===== src/rtl/onehot_encoder_stream.sv =====
// onehot_encoder_stream: 8-to-3 one-hot encoder on valid/ready streams with a small output FIFO,
// a per-word error flag and a saturating error counter.
module onehot_encoder_stream #(
  parameter int DEPTH = 2,
  parameter int CNT_W = 8
) (
  input  logic             clk,
  input  logic             rst,
  input  logic             in_valid,
  output logic             in_ready,
  input  logic [7:0]       d,
  output logic             out_valid,
  input  logic             out_ready,
  output logic [2:0]       a,
  output logic             out_err,
  output logic [CNT_W-1:0] err_cnt,
  input  logic             clr_cnt
);
  localparam int AW = $clog2(DEPTH);
  typedef struct packed {
    logic [2:0] a;
    logic       err;
  } ent_t;
  ent_t             mem_q [DEPTH];
  ent_t             head, hold_q, hold_d;
  logic [AW:0]      cnt_q, cnt_d;
  logic [AW-1:0]    wp_q, wp_d, rp_q, rp_d;
  logic [CNT_W-1:0] ec_q, ec_d;
  logic [2:0]       enc_a;
  logic             enc_err, push, pop;
  always_comb begin
    enc_a = 3'd0;
    for (int i = 0; i < 8; i++) enc_a = d[i] ? 3'(i) : enc_a;
    enc_err = (d == 8'd0) || |(d & (d - 8'd1));
  end
  assign in_ready  = !rst && (cnt_q != (AW+1)'(DEPTH));
  assign out_valid = cnt_q != '0;
  assign push      = in_valid && in_ready;
  assign pop       = out_valid && out_ready;
  assign head      = mem_q[rp_q];
  // hold_q keeps the last head so a/out_err stay put once the buffer drains
  assign a         = out_valid ? head.a : hold_q.a;
  assign out_err   = out_valid ? head.err : hold_q.err;
  assign err_cnt   = ec_q;
  always_comb begin
    cnt_d  = cnt_q + (AW+1)'(push) - (AW+1)'(pop);
    wp_d   = wp_q + AW'(push);
    rp_d   = rp_q + AW'(pop);
    hold_d = out_valid ? head : hold_q;
    ec_d   = clr_cnt ? '0 : (push && enc_err && ec_q != '1) ? ec_q + 1'b1 : ec_q;
  end
  always_ff @(posedge clk) begin
    if (rst) begin
      cnt_q  <= '0;
      wp_q   <= '0;
      rp_q   <= '0;
      ec_q   <= '0;
      hold_q <= '0;
      for (int i = 0; i < DEPTH; i++) mem_q[i] <= '0;
    end else begin
      cnt_q  <= cnt_d;
      wp_q   <= wp_d;
      rp_q   <= rp_d;
      ec_q   <= ec_d;
      hold_q <= hold_d;
      if (push) mem_q[wp_q] <= '{a: enc_a, err: enc_err};
    end
  end
endmodule

===== config.mk =====
export PLATFORM = sky130hd
export DESIGN_NAME = onehot_encoder_stream
export DESIGN_NICKNAME = d
export VERILOG_FILES = /design/src/rtl/onehot_encoder_stream.sv
export SDC_FILE = /design/constraint.sdc
export NUM_CORES = 1
export LEC_CHECK = 0
export CAP_MARGIN = 20
export CORE_MARGIN = 1.5
export CORE_UTILIZATION = 54
export DETAILED_ROUTE_END_ITERATION = 12
export PLACE_DENSITY = 0.84
export SLEW_MARGIN = 25
export SYNTH_ARGS = -nofsm -noshare
export SYNTH_HDL_FRONTEND = slang
export SYNTH_SLANG_ARGS = --single-unit

===== constraint.sdc =====
create_clock -name clk -period 4.9 [get_ports clk]
set_clock_uncertainty 0.1 [all_clocks]
set_input_delay 1.225 -clock clk [delete_from_list [all_inputs] [get_ports clk]]
set_output_delay 1.225 -clock clk [all_outputs]
set_load 0.01 [all_outputs]

==> flow_summary.ini <==
[timing]
tightest_slew_ps = 645
hold_violations = 0
finalSetupViolCount = 0
period_minus_slack_ps = 3970
period_share_pct = 81.1
rsz0062_at_grt = no
clock.fmax_ghz = 0.252
slew_headroom_pct = 56.9
slew_violations = 0
fin_setup_tns_ps = 0

[worst_setup_path]
worst_ep_required_time_ps = 3580
path_max_fanout = 8
cp_num_buf_inv = 3
arrival_ps = 2650
cp-start-kind = primary input
criticalPathCategory = in2out
crit_top_cell = clkdlybuf4s50_1
crit_family = buffers and inverters
end_kind = output pin
cpMaxStageDelayCell = clkdlybuf4s50_1
crit_path_cell_trace = clkdlybuf4s50_1 > inv_2 > and2_1 > clkdlybuf4s50_1
critPathMaxStageDelay_ps = 540

[cts]
htreeDepth = 1
postCtsSetupRepairBufs = 0
cts_inserted_buffers = 3
insertion_delay_ps = 320
holdBufCountCts = 0
clock-sinks = 24
cts_buffer_depth = 2
cts_tree = built
cts_root_buffer = clkbuf_4
post_cts_resized = 0
cts.clk_slew.worst_paths_ps = 130

[place]
dpl.cell_count = 192
routabilityCongestion = 0.769
dp_hpwl_um = 2000
port_buffers = 26

[detailed_routing]
dr.pass1.iters = 4
vias = 1135
drc = 0
routed_wl_um = 2600
via_per_inst = 5.79
avgRoutedWirePerCell_um = 13.3
ant_nets = 0
drt_iter0_drc = 27

[final_layout]
n_fill_cell = 179
seq_area_um2 = 561
final_cells = 196
final_cell_mix = clkdlybuf4s50_1, nor2_1, dfxtp_1
multiInputGateArea_um2 = 672
antenna_cells = 0
drive_gt1_share_pct = 4.17
final_common_cell = clkdlybuf4s50_1
layout.nets = 185
syn_to_final_growth_pct = 22.0
finalCoreUtilization_pct = 70.4

[power_and_ir_drop]
vdd_drop_max_mv = 0.215
powerDensity_mw_per_mm2 = 319
leakagePower_nw = 0.551
power_mw = 0.502

[floorplanning]
io_pins = 27
rows = 17
core-area_mm2 = 0.00223
die_x_um = 51.9
die-area_mm2 = 0.00269
start_util_pct = 57.7
die_height_um = 51.9

[worst_hold_path]
hp-class = reg2reg

[synthesis]
syn_area_mm2 = 0.00129
synthCells = 144
ys_seq_area_share_pct = 43.5
synth_cell_types = 39
synth_edf_count = 8
syn_avg_cell_area_um2 = 8.95
synth-main-ff-cell = dfxtp_1
ys.warnings.count = 0
synth_seq_cells = 24
synth_fp_nets = 160
async_flop_share_pct = 0

[grt]
antenna_found_initial = 0
grt_pass1_vias = 991
grt_max_degree = 14
grt_usage_pct = 21.5
grt_pass1_wl_um = 4220
overflow = 0

[job]
cap_violations = 0

[run_status]
status = finished clean
cell type report:
type	count	area share, %
multi-input cells	109	42.7
inverters	5	1.19
repair buffers	26	16.5
clock buffers	4	1.67
well taps	28	2.23
flip-flops and latches	24	35.6
power breakdown:
part	leakage (nW)	internal [mW]	switching (mW)	total [mW]
clock network	0.0150	0.0319	0.0594	0.0913
registers	0.213	0.234	0.0164	0.250
logic	0.323	0.0841	0.0770	0.161
total	0.551	0.350	0.153	0.502
tightest hold or removal path, stage by stage, from the launching register on:
cell and delay [ps]:
dfxtp_1 350, nand2_1 60, a21oi_1 50
per-layer routing:
layer / global-route usage [%] / up-vias / share of wire [%]
met5: 0 / - / 0
li1: - / 578 / -
met2: 35.9 / 43 / 47
met1: 26.5 / 509 / 46
met4: 13.2 / 0 / 2.5
met3: 2.01 / 5 / 4.8
state kept, by name, indices dropped and copies added, names as in the netlist:
signal	count
cnt_q	2
err_cnt	8
hold_q	4
mem_q	8
rp_q	1
wp_q	1
cell usage after synthesis, types with 2 or more instances:
master	instances	share of area, %
dfxtp_1	16	25
nor2_1	16	4.7
nand2_1	12	3.5
a21oi_1	11	4.3
edfxtp_1	8	19
and2_1	6	2.9
mux2i_1	6	4.7
nand3_1	6	2.3
nor2b_1	5	2.4
nor3_1	5	1.9
o21ai_1	5	1.9
clkbuf_1	4	1.2
inv_1	4	1.2
nand4_1	4	1.9
ha_1	3	2.9
o31ai_1	3	1.7
or4_1	3	1.7
a31o_1	2	1.4
buf_6	2	1.7
or2_1	2	0.97
or3_1	2	0.97
xnor2_1	2	1.4
per-stage QoR:
step / hold slack (ps) / area (um^2) / worst slack (ps)
3_3_place_gp: 357 / 1550 / 968
2_1_floorplan: 339 / 1290 / 2050
6_report: 390 / 1570 / 927
4_1_cts: 391 / 1570 / 918
5_1_grt: 419 / 1570 / 850
3_5_place_dp: 373 / 1550 / 924
logic make-up after synthesis:
| group | count (synthesis) | share of synthesized area (%) |
|---|---|---|
| flip-flops | 24 | 43.5 |
| AO/OA/AOI/OAI | 31 | 15.9 |
| XOR/XNOR | 3 | 2.04 |
| multiplexers | 6 | 4.66 |
| buffers and inverters | 11 | 4.37 |
| AND/OR/NAND/NOR | 66 | 26.6 |
| adder cells (fa/ha/maj) | 3 | 2.91 |
final timing paths:
check | startpoint | endpoint | slack [ps] | depth (start not counted)
min reg2reg | wp_q | wp_q | 390 | 2
min | wp_q | wp_q | 390 | 2
max | rst | in_ready | 930 | 4
max reg2reg | err_cnt[0] | err_cnt[6] | 2800 | 6
Power figures use the tool's default switching activity.
